==> config.mk <==
export PLATFORM = sky130hd
export DESIGN_NAME = mpc_mul_arbiter
export DESIGN_NICKNAME = d
export VERILOG_FILES = /design/src/rtl/mpc_mul_arbiter.sv
export SDC_FILE = /design/constraint.sdc
export NUM_CORES = 1
export LEC_CHECK = 0
export ABC_AREA = 0
export BUFFER_PORTS_ARGS = -buffer_cell sky130_fd_sc_hd__buf_2
export CAP_MARGIN = 10
export CORE_AREA = 8 8 99 101
export DETAILED_ROUTE_END_ITERATION = 6
export DIE_AREA = 0 0 107 109
export PLACE_DENSITY = 0.67
export SETUP_SLACK_MARGIN = 0.3
export SYNTH_ARGS = -nofsm -noshare
export SYNTH_HDL_FRONTEND = slang
export SYNTH_SLANG_ARGS = --single-unit
==> constraint.sdc <==
create_clock -name clk -period 2.7 [get_ports clk]
set_input_delay 0.135 -clock clk [delete_from_list [all_inputs] [get_ports clk]]
set_output_delay 0.135 -clock clk [all_outputs]
set_load 0.005 [all_outputs]
==> src/rtl/mpc_mul_arbiter.sv <==
// mpc_mul_arbiter
//   Round-robin arbiter sharing one pipelined signed 21x15 multiplier between
//   N requesters. Each issued operand pair is tagged with its requester ID in
//   a LAT-deep tag pipeline that mirrors the multiplier registers. The product
//   at the pipeline exit is routed back to its owner with valid/ready. An
//   unaccepted result freezes the whole multiplier (and tags) via mul_ce.
//
// Ports
//   clk        : clock, all logic on rising edge
//   rst        : synchronous active-low reset
//   req_valid  : per-requester operand valid
//   req_a/b    : packed operands, requester i at [21i+20:21i] / [15i+14:15i]
//   req_ready  : one-hot grant (combinational, same cycle as request)
//   res_valid  : one-hot owner of the product at the pipeline exit
//   res_ready  : per-requester result accept
//   res_p      : shared signed product (pass-through of mul_p)
//   mul_a/b    : operands to the multiplier (0 when nothing is granted)
//   mul_ce     : multiplier clock enable (low while the exit result is stuck)
//   mul_p      : multiplier product
//   inflight   : number of valid tags in the pipeline

module mpc_mul_arbiter #(
    parameter int N   = 4,
    parameter int LAT = 3,
    parameter int IDW = 2
) (
    input  logic                     clk,
    input  logic                     rst,
    input  logic [N-1:0]             req_valid,
    input  logic [N*21-1:0]          req_a,
    input  logic [N*15-1:0]          req_b,
    output logic [N-1:0]             req_ready,
    output logic [N-1:0]             res_valid,
    input  logic [N-1:0]             res_ready,
    output logic [35:0]              res_p,
    output logic [20:0]              mul_a,
    output logic [14:0]              mul_b,
    output logic                     mul_ce,
    input  logic [35:0]              mul_p,
    output logic [$clog2(LAT+1)-1:0] inflight
);

    localparam int          CW = $clog2(LAT+1);
    localparam int unsigned NU = N;

    // Tag pipeline: bit/field k is stage k; stage LAT-1 is the exit.
    logic [LAT-1:0]     tag_v_q,  tag_v_d;
    logic [LAT*IDW-1:0] tag_id_q, tag_id_d;
    logic [IDW-1:0]     ptr_q,    ptr_d;
    logic [CW-1:0]      inflight_q, inflight_d;

    logic [20:0]    a_arr [N];
    logic [14:0]    b_arr [N];
    logic [IDW-1:0] exit_id;
    logic           stall;
    logic           found;
    logic           granted;
    logic           complete;
    logic [IDW-1:0] gnt_id;

    assign exit_id = tag_id_q[LAT*IDW-1 -: IDW];

    for (genvar i = 0; i < N; i++) begin : g_port
        assign a_arr[i]     = req_a[21*i +: 21];
        assign b_arr[i]     = req_b[15*i +: 15];
        assign res_valid[i] = tag_v_q[LAT-1] && (exit_id == IDW'(i));
    end

    assign stall    = tag_v_q[LAT-1] & ~res_ready[exit_id];
    assign mul_ce   = ~stall;
    assign complete = tag_v_q[LAT-1] & ~stall;

    // Rotating priority search: offsets 0..N-1 from ptr, wrapped modulo N
    // (N need not be a power of two, so the wrap is explicit).
    always_comb begin
        logic [31:0]    idx;
        logic [IDW-1:0] cand;
        found  = 1'b0;
        gnt_id = '0;
        idx    = '0;
        cand   = '0;
        for (int unsigned k = 0; k < NU; k++) begin
            idx = {{(32-IDW){1'b0}}, ptr_q} + k;
            if (idx >= NU) begin
                idx = idx - NU;
            end
            cand = idx[IDW-1:0];
            if (!found && req_valid[cand]) begin
                found  = 1'b1;
                gnt_id = cand;
            end
        end
    end

    // Reset low or a stalled exit suppresses any grant.
    assign granted   = found & ~stall & rst;
    assign req_ready = granted ? (N'(1) << gnt_id) : '0;
    assign mul_a     = granted ? a_arr[gnt_id] : '0;
    assign mul_b     = granted ? b_arr[gnt_id] : '0;

    always_comb begin
        logic [31:0] nxt;
        tag_v_d    = tag_v_q;
        tag_id_d   = tag_id_q;
        ptr_d      = ptr_q;
        inflight_d = inflight_q + CW'(granted) - CW'(complete);
        nxt        = {{(32-IDW){1'b0}}, gnt_id} + 32'd1;
        if (mul_ce) begin
            tag_v_d  = (tag_v_q << 1) | LAT'(granted);
            tag_id_d = (tag_id_q << IDW) | (LAT*IDW)'(granted ? gnt_id : '0);
        end
        if (granted) begin
            ptr_d = (nxt >= NU) ? '0 : nxt[IDW-1:0];
        end
    end

    always_ff @(posedge clk) begin
        if (!rst) begin
            tag_v_q    <= '0;
            tag_id_q   <= '0;
            ptr_q      <= '0;
            inflight_q <= '0;
        end else begin
            tag_v_q    <= tag_v_d;
            tag_id_q   <= tag_id_d;
            ptr_q      <= ptr_d;
            inflight_q <= inflight_d;
        end
    end

    assign res_p    = mul_p;
    assign inflight = inflight_q;

endmodule

==> metrics.md <==
| Metric | Value |
|---|---|
| Result of the run | completed |
| Footprint of the multi-input gates | 1620 um2 |
| Fin Clk Skew | 0.00403 ns |
| Clock-pin slew on the worst setup and hold paths | 0.05 ns |
| Pin count of the biggest net entering global routing | 46 |
| Core box area | 8380 um2 |
| DP Wirelength | 7230 um |
| Synthesized Nets | 444 |
| Post-route minimum period | 2.26 ns |
| Worst setup SP type | flop |
| Global-route wire length before repair | 12400 um |
| Final core occ | 37.8% |
| Row count | 34 |
| Cell area after synthesis | 2290 um2 |
| TritonCTS Buffers | 3 |
| Starting Density | 27.3% |
| Pwr per Cell Area | 459 nW/um2 |
| Routed WL | 8590 um |
| CTS tree | done |
| IR drop worst, VDD | 0.235 mV |
| Die Y | 109 um |
| Transition time of the tightest slew-check pin | 0.563 ns |
| Final Hold Viols | 0 |
| RSZ-0062 raised after global routing | no |
| Combinational power share | 71.7% |
| Max-slew violations | 0 |
| Clock sink count | 13 |
| Critical Path RT | 2.57 ns |
| Worst rel slew slack | 62.0% |
| Internal power | 860 uW |
| Worst path max stage delay | 0.44 ns |
| # DRC | 0 |
| Crit path capture type | output port |
| Switch Pwr | 595 uW |
| Syn Inst Count | 248 |
| Routed length per instance | 16.7 um |
| Worst setup margin | 0.438 ns |
| Share of layout cells above drive strength 1 | 61.9% |
| Root buf cell | clkbuf_8 |
| Setup TNS | 0 ns |
| Post-DRT Antenna Nets | 0 |
| Fillers | 851 |
| Clock H-tree levels | 1 |
| Crit Path Category | reg -> out |
| Synthesized area per cell | 9.23 um2 |
| Syn. warnings | 0 |
| Nets@finish | 604 |
| Seq/Total Area, Yosys | 11.4% |
| GR Util All Layers | 12.7% |
| Slowest stage cell, crit path | dfxtp_1 |
| Worst R2R Setup Slack | 0.60 ns |
| # setup viols final | 0 |
| Clock power share | 11.6% |
| Distinct cells, synth | 32 |
| Worst path depth | 7 |
| Hold Path Class | in -> reg |
| Crit path max fanout | 19 |
| GPL Wtd Cong | 0.853 |
| CTS resizes | 0 |
| Worst skew pair latency | 0.24 ns |
| Flops & latches, synth | 13 |
| Switching share of power | 40.9% |
| CTS Buffer Depth | 2 |
| Number of max-cap violations | 0 |
| Finished Cell Area | 3170 um2 |
| R2R depth | 8 |
| Area after DPL | 3100 um2 |
| Buffers plus inverters on the worst setup path | 2 |
| Reg power frac | 16.7% |
| Period utilization | 83.8% |
| Vias in the first global route | 2488 |
| Critical path arrival | 2.13 ns |
| Synthesis-to-finish area growth | 38.4% |
| Via count of the routed design | 2425 |
| Grt ovf | 0 |
| 1st-iter DRT viols | 145 |
| Hold Buf Count CTS | 0 |
| Dpl cells | 511 |
| Die W | 107 um |
| Initial antenna violation count | 0 |
| Fmax | 442 MHz |
| Place WS | 0.619 ns |
| Worst-path cell chain | mux2_2, o2bb2ai_4, nor2_4, nand2b_2, buf_6, o22ai_2, buf_2 |
| Worst Hold Path Cells | 2 |
| Diodes inserted | 0 |
| Setup repair bufs after CTS | 0 |
| Worst path top cell family by delay | flip-flops |
| Pre-antenna DRT Iters | 4 |
| DIE AREA | 11700 um2 |
| Via-to-Cell Ratio | 4.71 |
| Top Ports | 273 |
| Port bufs | 200 |
| FF/Latch Area | 260 um2 |
| Lkg Pwr | 0.00168 uW |
| Layout Cells excl Fill | 515 |
[flip-flops by register name, indices dropped and copies added (netlist names)]
signal	cells
tag_v_q	3
inflight	2
ptr_q	2
tag_id_q	6
[per-stage QoR]
stage               hold WS (ns)  total power [uW]
floorplan                  0.351               998
global placement           0.270              1270
detailed placement         0.270              1290
CTS                        0.226              1470
global route               0.239              1570
finish                     0.229              1450
[cell usage after synthesis, drive strengths merged]
master   count  area [um2]
o21a         1        7.51
mux2         1        11.3
o41ai        1        8.76
clkbuf       1        3.75
o211a        1        10.0
a21oi        3        15.0
nor2         6        30.0
a2bb2oi      1        8.76
nand2b       2        15.0
a21boi       5        37.5
ha           6        75.1
mux2i       74         741
nor3b        1        7.51
inv          7        26.3
dfxtp       13         260
nor3         1        5.00
o22ai       36         413
xnor2        2        17.5
nand2       21        81.3
buf         51         404
nand3b       1        7.51
o21ai        4        20.0
and2         8        56.3
o2bb2ai      1        27.5
[cells by family (layout without fill, tap and decap cells)]
logic type / count (synthesis) / after routing / synth area share [%]
AOI/OAI and AO/OA: 53 / 53 / 23.9
adders and majority gates: 6 / 6 / 3.28
buffers and inverters: 59 / 218 / 19.0
DFF: 13 / 13 / 11.4
xor gates and xnor gates: 2 / 2 / 0.765
and+or+nand+nor: 40 / 40 / 8.85
muxes: 75 / 75 / 32.8
[cell usage in the layout, fill, tap and decap left out]
master and n:
nand2_1 20, clkbuf_8 3, a2bb2oi_4 1, nor3_1 1, o22ai_1 6, clkbuf_1 1
mux2i_2 1, nand3b_1 1, and2_2 5, a21boi_0 5, nor3b_1 1, dfxtp_1 13
ha_1 6, xnor2_1 2, nand2_2 1, buf_6 5, a21oi_1 3, nand2b_1 1
o22ai_2 30, o211a_1 1, and2_1 3, o21a_1 1, nand2b_2 1, nor2_4 1
mux2_2 1, o2bb2ai_4 1, inv_1 7, mux2i_1 73, buf_12 1, o41ai_1 1
buf_4 1, nor2_1 5, o21ai_0 4, buf_2 200
[worst reg2reg max path, delay by kind of cell, from the launching register on]
| family | cells | cell delay, ns |
|---|---|---|
| buffers and inverters | 2 | 0.17 |
| AND/OR/NAND/NOR | 2 | 0.26 |
| multiplexers | 1 | 0.41 |
| adder cells (fa/ha/maj) | 2 | 0.44 |
| AO/OA/AOI/OAI | 1 | 0.27 |
| flip-flops | 1 | 0.44 |
[per-layer routing]
layer	track usage, %	share of wire [%]	vias to the layer above
met2	21.2	49	144
met3	5.14	11	20
met4	3.22	1.2	0
met5	0	0	-
met1	14.9	39	1079
li1	-	-	1182
[final timing paths]
check / end / from
setup / recovery: mul_a[5] / tag_id_q[5]
hold / removal: tag_v_q[2] / rst
setup reg to reg: inflight[0] / tag_id_q[5]
hold reg to reg: tag_v_q[0] / tag_v_q[0]
[cell type report]
type	count	area share, %
clock buffer	4	1.42
inverter	7	0.829
multi-input combinational	176	51.0
sequential	13	8.21
tap	108	4.27
timing repair buffer	207	34.2
[power by group through the flow]
stage / Clock (uW) / Sequential [uW] / Combinational, uW
3_5_place_dp: 0 / 246 / 1040
3_3_place_gp: 0 / 245 / 1020
4_1_cts: 177 / 242 / 1050
6_report: 168 / 243 / 1040
5_1_grt: 187 / 247 / 1130
2_1_floorplan: 0 / 239 / 758
Note: power is estimated with default switching activity, not from simulation.
